File: src/rtl/fifo_rd_stream.sv
// fifo_rd_stream: drains the upstream fifo into a valid/ready stream.
// A head+skid buffer hides the fifo's one-cycle read latency.
module fifo_rd_stream #(
  parameter int WIDTH = 8,
  parameter int CNT_W = 16
) (
  input  logic             clk,
  input  logic             rst_n,
  input  logic             enable,
  input  logic             fifo_empty,
  input  logic [WIDTH-1:0] fifo_data,
  output logic             fifo_read,
  output logic             m_valid,
  output logic [WIDTH-1:0] m_data,
  input  logic             m_ready,
  output logic [CNT_W-1:0] word_cnt
);

  logic [1:0]       occ;
  logic [1:0]       occ_nxt;
  logic             inflight;
  logic [WIDTH-1:0] head;
  logic [WIDTH-1:0] head_nxt;
  logic [WIDTH-1:0] skid;
  logic [WIDTH-1:0] skid_nxt;
  logic             pop;
  logic [2:0]       load;

  assign pop     = m_valid & m_ready;
  assign m_valid = (occ != 2'd0);
  assign m_data  = head;

  // Slots committed after this edge; pop frees one, so m_ready feeds fifo_read.
  assign load = {1'b0, occ} + {2'b00, inflight} - {2'b00, pop};

  // Issue a read only when the word it returns is guaranteed a slot.
  assign fifo_read = rst_n & enable & ~fifo_empty & (load < 3'd2);

  // Buffer update: capture the in-flight word and/or pop the head.
  always_comb begin
    occ_nxt  = occ;
    head_nxt = head;
    skid_nxt = skid;
    case (occ)
      2'd0: begin
        if (inflight) begin
          head_nxt = fifo_data;
          occ_nxt  = 2'd1;
        end
      end
      2'd1: begin
        if (inflight && pop) begin
          head_nxt = fifo_data;
        end else if (inflight) begin
          skid_nxt = fifo_data;
          occ_nxt  = 2'd2;
        end else if (pop) begin
          occ_nxt  = 2'd0;
        end
      end
      2'd2: begin
        if (pop) begin
          head_nxt = skid;
          occ_nxt  = 2'd1;
        end
      end
      default: begin
        occ_nxt = 2'd0;
      end
    endcase
  end

  // Buffer, in-flight flag and delivered-word counter registers.
  always_ff @(posedge clk or negedge rst_n) begin
    if (!rst_n) begin
      occ      <= 2'd0;
      inflight <= 1'b0;
      head     <= '0;
      skid     <= '0;
      word_cnt <= '0;
    end else begin
      occ      <= occ_nxt;
      inflight <= fifo_read;
      head     <= head_nxt;
      skid     <= skid_nxt;
      if (pop) begin
        word_cnt <= word_cnt + CNT_W'(1);
      end
    end
  end

endmodule

File: config.mk
export PLATFORM = sky130hd
export DESIGN_NAME = fifo_rd_stream
export DESIGN_NICKNAME = d
export VERILOG_FILES = /design/src/rtl/fifo_rd_stream.sv
export SDC_FILE = /design/constraint.sdc
export NUM_CORES = 1
export LEC_CHECK = 0
export ABC_AREA = 1
export BUFFER_PORTS_ARGS = -buffer_cell sky130_fd_sc_hd__buf_2
export CORE_MARGIN = 2
export CORE_UTILIZATION = 28
export CTS_CLUSTER_DIAMETER = 30
export DETAILED_ROUTE_END_ITERATION = 12
export GPL_TIMING_DRIVEN = 0
export SETUP_SLACK_MARGIN = 0.5
export SLEW_MARGIN = 20
export SYNTH_ARGS = -nofsm -noshare
export SYNTH_HDL_FRONTEND = slang
export SYNTH_SLANG_ARGS = --single-unit
File: constraint.sdc
create_clock -name clk -period 3.65 [get_ports clk]
set_input_delay 0.365 -clock clk [delete_from_list [all_inputs] [get_ports clk]]
set_output_delay 0.365 -clock clk [all_outputs]
set_load 0.03 [all_outputs]
; Word-level counts from Yosys, hierarchy flattened
; Cells that the tools add are included.
[classes]
n_addsub = 3
magnitude_cmp = 1
eq_ne = 7
muxes = 10
n_bitwise = 6
reduce_logical = 7
[op_table]
columns = operator, n
row1 = $mux W8, 3
row2 = $pmux W8 S3, 1
row3 = $add A16 B1 Y16 const B, 1
row4 = $mux W2, 5
row5 = $ne A2 B2 Y1 const B, 4
row6 = $reduce_and A4 Y1, 2
row7 = $pmux W2 S3, 1
row8 = $and A1 B1 Y1, 4
row9 = $add A2 B1 Y3, 1
row10 = $lt A3 B2 Y1 const B, 1
row11 = $ne A3 B3 Y1 const B, 1
row12 = $reduce_and A3 Y1, 1
row13 = $reduce_bool A3 Y1, 1
row14 = $sub A3 B1 Y3, 1
row15 = $eq A2 B1 Y1 const B, 1
row16 = $eq A2 B2 Y1 const B, 1
row17 = $logic_not A2 Y1, 1
row18 = $not A1 Y1, 2
row19 = $reduce_bool A2 Y1, 1
row20 = $logic_and A1 B1 Y1, 1
[word_totals]
ff_bits = 35
out_inout_bits = 26
wordCells = 39

; Logic depth before layout (Yosys ltp)
; Gate-level depths: netlist (run 1).
[depth]
ltp_word = 6
mapped_depth = 8
depth_no_buf = 7

; Worst setup path before layout (run 1)
; OpenSTA, ideal clock, no wires.
[synth_path]
path_type = register -> output
start = register occ[1]
end = output fifo_read
arrival_time_ns = 2.714
setup_slack_ns = 0.571
stages_incl_launch_ff = 7
path_buffers = 0
path_cell_list = dfrtp_1 o21ai_1 ha_1 nand2_1 fa_1 nand2_1 nor4b_1
[synth_via]
elab_chain_len = 5
elab_cells_between_ends = 6
[synth_rtl]
columns = item, line_no
row1 = start: declaration, 19  ; logic [1:0] occ;
row2 = start signal: assignment, 82  ; occ <= occ_nxt;
row3 = "parallel branches: the longest is 2 deep, another holds $add A2 B1 Y3", -
row4 = $sub A3 B1 Y3 (*), 34  ; assign load = {1'b0, occ} + {2'b00, inflight} - {2'b00, pop};
row5 = $lt A3 B2 Y1 (*), 37  ; assign fifo_read = rst_n & enable & ~fifo_empty & (load < 3'd2);
row6 = $and A1 B1 Y1 (*), 37
row7 = end: declaration, 12  ; output logic fifo_read,
; Mark *: on every way between the ends.

; Worst setup path after layout (run 1)
; Ends and elaborated chain as after synthesis.

==> results of run 1 <==
-- final timing paths --
check	start	end	slack, ns	cells after the start
min in group clk	fifo_empty	inflight	0.25	2
max in group asynchronous	rst_n	word_cnt[0]	2.97	1
max reg2reg	occ[1]	inflight	1.56	6
max	occ[1]	fifo_read	0.77	7
min reg2reg	skid[0]	skid[0]	0.49	2
min	rst_n	skid[5]	0.17	1
-- cell usage after synthesis (2+ instances only) --
master / count / area, µm²
nand2_1: 52 / 195
dfrtp_1: 35 / 876
inv_1: 34 / 128
nor2_1: 24 / 90.1
o21ai_0: 18 / 90.1
a21oi_1: 8 / 40.0
nand3_1: 7 / 35.0
xnor2_1: 6 / 52.6
nand4_1: 4 / 25.0
xor2_1: 4 / 35.0
ha_1: 3 / 37.5
buf_2: 2 / 10.0
nor2_4: 2 / 22.5
nor3_1: 2 / 10.0
o21ai_2: 2 / 17.5
-- timing repair --
item | CTS | global route
setup endpoints to repair | 1 | 1
pin swaps | 0 | 0
resized for setup | 1 | 1
-- sequential cells by signal, summed over array words and instances, names as in the netlist --
| signal | count |
|---|---|
| skid | 8 |
| inflight | 1 |
| m_data | 8 |
| occ | 2 |
| word_cnt | 16 |
-- per-stage QoR --
| stage | utilization | area (µm²) | power (W) |
|---|---|---|---|
| after global routing | 0.346 | 2160 | 0.00158 |
| final | 0.346 | 2160 | 0.00146 |
| after floorplan | - | 1780 | 0.00104 |
| after CTS | 0.345 | 2160 | 0.00148 |
| after detailed placement | 0.331 | 2070 | 0.00120 |
| after global placement | 0.331 | 2070 | 0.00118 |
-- logic make-up after synthesis --
kind of cell	count (synthesis)	share of synthesized area
simple gates	95	0.231
compound gates	32	0.103
flops	35	0.492
fa+ha+maj	4	0.0323
buf+inv	39	0.0934
xor+xnor	10	0.0492
-- per-layer routing --
metal / global-route usage / vias to the layer above / wire length (µm)
met5: 0 / - / 0
met4: 0.0425 / 0 / 50
met3: 0.0307 / 6 / 198
met2: 0.178 / 46 / 1660
met1: 0.158 / 686 / 1760
li1: - / 766 / -
-- critical path, cell delays in order (launching register included) --
cell     delay (ns)
dfrtp_1        0.56
o21ai_2        0.18
ha_1           0.30
nand2_1        0.06
fa_1           0.47
nand2_1        0.07
nor4b_2        0.33
buf_2          0.25
-- power breakdown --
part           internal, W  switching, W
combinational     0.000198      0.000402
clock             0.000134      0.000137
sequential        0.000512     0.0000762
-- cell type report --
type / instances / area (µm²) / share of cell area
well taps: 77 / 96.3 / 0.0446
flip-flops and latches: 35 / 876 / 0.406
inverters: 35 / 131 / 0.0608
multi-input cells: 141 / 749 / 0.347
clock inverters: 1 / 5.00 / 0.00232
clock buffers: 7 / 76.3 / 0.0353
plain buffers: 4 / 35.0 / 0.0162
repair buffers: 38 / 190 / 0.0881
==> results.json, run 1 <==
{
  "row_count": 29,
  "relSlewSlack": 0.459,
  "die_y_um": 83.8,
  "status": "finished clean",
  "slew_violations": 0,
  "postCtsHoldBufs": 0,
  "htreeDepth": 2,
  "fillers": 652,
  "rsz0062_at_grt": "no",
  "synth_seq_area_share": 0.492,
  "hold_path.class": "in -> async",
  "drt_iter0_markers": 31,
  "cts_tree": "yes",
  "hpwl_um": 2700,
  "ir_drop_v": 0.000363,
  "grt_use_total": 0.116,
  "fin_nets": 277,
  "grt_pass1_vias": 1435,
  "synth_edf_count": 0,
  "end_kind": "output port",
  "fin_setup_tns_ns": 0,
  "syn-cell-area_um2": 1780,
  "worst_setup_path_start_kind": "flip-flop",
  "path_class": "reg -> out",
  "setup_violations": 0,
  "antenna_found_initial": 0,
  "postLayoutSetupSlackWorst_ns": 0.767,
  "post_cts.repair.setup_buffers": 0,
  "post-place-ws_ns": 0.777,
  "coreArea_um2": 6240,
  "worstMarginPinSlew_ns": 0.811,
  "crit_fanout": 7,
  "antenna-diode-count": 0,
  "period_share": 0.790,
  "overflow": 0,
  "powerDensity_nw_per_um2": 676,
  "crit_arrival_ns": 2.52,
  "p_leak_nw": 1.13,
  "skew_ns": 0.00393,
  "stdcell_count": 338,
  "ant_nets": 0,
  "grt_pass1_wl_um": 6440,
  "num_vias": 1504,
  "hold_viol_final": 0,
  "routed_wl_um": 3680,
  "required_ns": 3.28,
  "yosys_warnings": 0,
  "numPortBuffers": 38,
  "via_per_inst": 4.45,
  "yosysUniqueCellTypes": 27,
  "fp.dieW_um": 83.8,
  "die_area_um2": 7020,
  "drive_gt1_frac": 0.226,
  "yosys_register_bits": 35,
  "final_common_cell": "nand2_1",
  "post_drt_wl_per_cell_um": 10.9,
  "root_buffer": "clkbuf_8",
  "cts_sinks": 35,
  "max_freq_ghz": 0.347,
  "drc_errors": 0,
  "syn_area_per_cell_um2": 8.29,
  "ios": 39,
  "netlist_instances": 215,
  "async_flop_share": 1.00,
  "grt_start_max_net_pins": 37,
  "syn-num-nets": 232,
  "maxCapViolCount": 0,
  "drtPass1Iterations": 4,
  "timing.hold.ws_ns": 0.171,
  "cts_buffer_depth": 2,
  "dp_cells": 330,
  "gp_congestion": 0.843,
  "cts_made_buffers": 5,
  "initial_core_util": 0.285,
  "clk_pin_slew_ns": 0.07,
  "insertion_delay_ns": 0.28,
  "synth_flop_cell": "dfrtp_1",
  "period_minus_slack_ns": 2.88,
  "final_cell_mix": "52 x nand2_1, 40 x buf_2, 35 x dfrtp_1",
  "synthToLayoutAreaGrowth_pct": 21.2
}
(Power assumes the default switching activity.)
==> run 2, diff against run 1 <==
ABC_AREA = 0   (was 1)
clock period = 2.85 ns   (was 3.65 ns; I/O delays follow)
==> run 2 against run 1 <==
Effect of this change: non-clock buffer count is 7 higher; sequential power is 28% higher; sequential share of layout area is 0.48 points higher; core utilization is 3.7 points higher; critical path type unchanged; largest cell class unchanged.
==> results.json, run 2 <==
{
  "status": "finished clean",
  "final_common_cell": "buf_2",
  "slew_violations": 0,
  "powerDensity_nw_per_um2": 857,
  "synthToLayoutAreaGrowth_pct": 30.5,
  "yosysUniqueCellTypes": 31,
  "synth_area_leader_cell": "dfrtp_1",
  "overflow": 0,
  "setup_violations": 0,
  "rsz0062_at_grt": "yes",
  "synth_seq_area_share": 0.536,
  "crit_arrival_ns": 2.37,
  "ir_drop_v": 0.000348,
  "drive_gt1_frac": 0.387,
  "grt_pass1_wl_um": 5680,
  "synth_edf_count": 0,
  "synth.most_common_cell": "dfrtp_1",
  "cp-startpoint": "occ[1]",
  "gp_congestion": 0.775,
  "cts_buffer_depth": 2,
  "r2r-start": "occ[1]",
  "cts_tree": "yes",
  "antenna-diode-count": 0,
  "ios": 39,
  "fin_util": 0.383,
  "drc_errors": 0,
  "skew_ns": 0.00493,
  "fin_nets": 210,
  "synth_area_leaders": "dfrtp_1 54%, xnor2_1 5.9%, mux2i_1 5.5%",
  "period_share": 0.933,
  "maxCapViolCount": 0,
  "syn-cell-area_um2": 1640,
  "htreeDepth": 2,
  "ant_nets": 0,
  "via_per_inst": 4.55,
  "synth_top_area_frac": 0.536,
  "yosys_register_bits": 35,
  "place_area_um2": 1930,
  "drt_iter0_markers": 70,
  "end_kind": "output port",
  "grt_pass1_vias": 1211,
  "final_cell_mix": "37 x buf_2, 35 x dfrtp_1, 17 x nand2_1",
  "die_y_um": 80.4,
  "required_ns": 2.57,
  "drtPass1Iterations": 4,
  "grt_use_total": 0.114,
  "syn-num-nets": 158,
  "row_count": 27,
  "antenna_found_initial": 0,
  "hpwl_um": 2280,
  "period_minus_slack_ns": 2.66,
  "largest_register_ffs": 16,
  "ys_top_cells_by_count": "35 x dfrtp_1, 18 x nand2_1, 11 x xnor2_1, 9 x mux2i_1, 9 x nand3_1",
  "fin_area_um2": 2130,
  "routed_wl_um": 3290,
  "syn_area_per_cell_um2": 11.6,
  "async_flop_share": 1.00,
  "hold_path.class": "in -> async",
  "netlist_instances": 141,
  "hold_viol_final": 0,
  "cts_made_buffers": 5,
  "synth_flop_cell": "dfrtp_1",
  "max_freq_ghz": 0.376,
  "numPortBuffers": 38,
  "initial_core_util": 0.293,
  "cts_sinks": 35,
  "fin_setup_tns_ns": 0,
  "yosys_warnings": 0,
  "p_leak_nw": 1.04,
  "insertion_delay_ns": 0.28,
  "die_area_um2": 6470,
  "fp.dieW_um": 80.4,
  "post_drt_wl_per_cell_um": 12.4,
  "relSlewSlack": 0.452,
  "clk_pin_slew_ns": 0.08,
  "regMostFlops": "word_cnt",
  "path_class": "reg -> out",
  "num_vias": 1209,
  "root_buffer": "clkbuf_8",
  "worst_setup_path_start_kind": "flip-flop",
  "grt_start_max_net_pins": 37,
  "worstMarginPinSlew_ns": 0.822,
  "coreArea_um2": 5570,
  "crit_fanout": 2
}
[run 2: cell count changes after synthesis, moves of 9 or more]
cell | previous run | this run
inv_1 | 34 | 4
mux2i_1 | 0 | 9
nand2_1 | 52 | 18
nor2_1 | 24 | 4
o21ai_0 | 18 | 6
[run 2: where the power goes]
group          switching (W)  leakage, nW  internal, W
Clock               0.000186       0.0581     0.000260
Combinational       0.000377        0.530     0.000252
Sequential          0.000111        0.457     0.000643
Total               0.000674         1.04      0.00115
[run 2: metal layers]
layer / share of wire / wire, µm / GRT usage
met1: 0.47 / 1560 / 0.149
met2: 0.47 / 1550 / 0.183
met3: 0.042 / 137 / 0.0303
met4: 0.013 / 44 / 0.0407
met5: 0 / 0 / 0
[run 2: repair_timing]
action / in CTS / in global routing
hold buffers: 0 / 0
resized for setup: 7 / 1
setup buffers: 6 / 1
pin swaps: 4 / 3
endpoints found under the setup margin: 1 / 1
[run 2: final cells by class]
class | instances | area (µm²)
plain buffers | 4 | 37.5
clock buffers | 5 | 68.8
clock inverters | 3 | 43.8
fillers | 553 | 3440
inverters | 4 | 17.5
multi-input cells | 98 | 752
flip-flops and latches | 35 | 876
well taps | 72 | 90.1
repair buffers | 45 | 249
[run 2: kinds of logic (layout without fill, tap and decap cells)]
family	Yosys count	count (layout)	synth area share
simple gates	47	47	0.146
flops	35	35	0.536
mux	17	17	0.110
xor+xnor	16	16	0.0857
compound gates	14	14	0.0627
buf+inv	8	61	0.0245
fa+ha+maj	4	4	0.0352
[run 2: worst paths after layout]
path,slack (ns),depth (start not counted),endpoint
worst max-delay path,0.19,10,fifo_read
worst min-delay path,0.1,1,word_cnt[3]
worst max register to register,0.65,11,inflight
worst min register to register,0.49,2,m_data[1]
max in group asynchronous,2.24,1,skid[5]
min in group clk,0.25,2,skid[0]
[run 2: per-stage QoR]
stage / total power (W) / instances / setup WS, ns / hold slack [ns]
after CTS: 0.00185 / 265 / 0.154 / 0.120
after floorplan: 0.00116 / 141 / 0.503 / -0.0106
final: 0.00183 / 266 / 0.192 / 0.0958
after detailed placement: 0.00134 / 251 / 0.360 / 0.438
after global routing: 0.00195 / 266 / 0.0770 / 0.168
after global placement: 0.00133 / 251 / 0.370 / 0.440
[run 2: worst max-delay path, stage by stage (launching register included)]
cell      delay (ns)
dfrtp_1         0.39
buf_6           0.12
or2_4           0.22
and2_4          0.17
inv_4           0.06
ha_4            0.13
nand2_4         0.04
fa_1            0.54
nand4b_1        0.15
nor2_4          0.14
buf_6           0.14
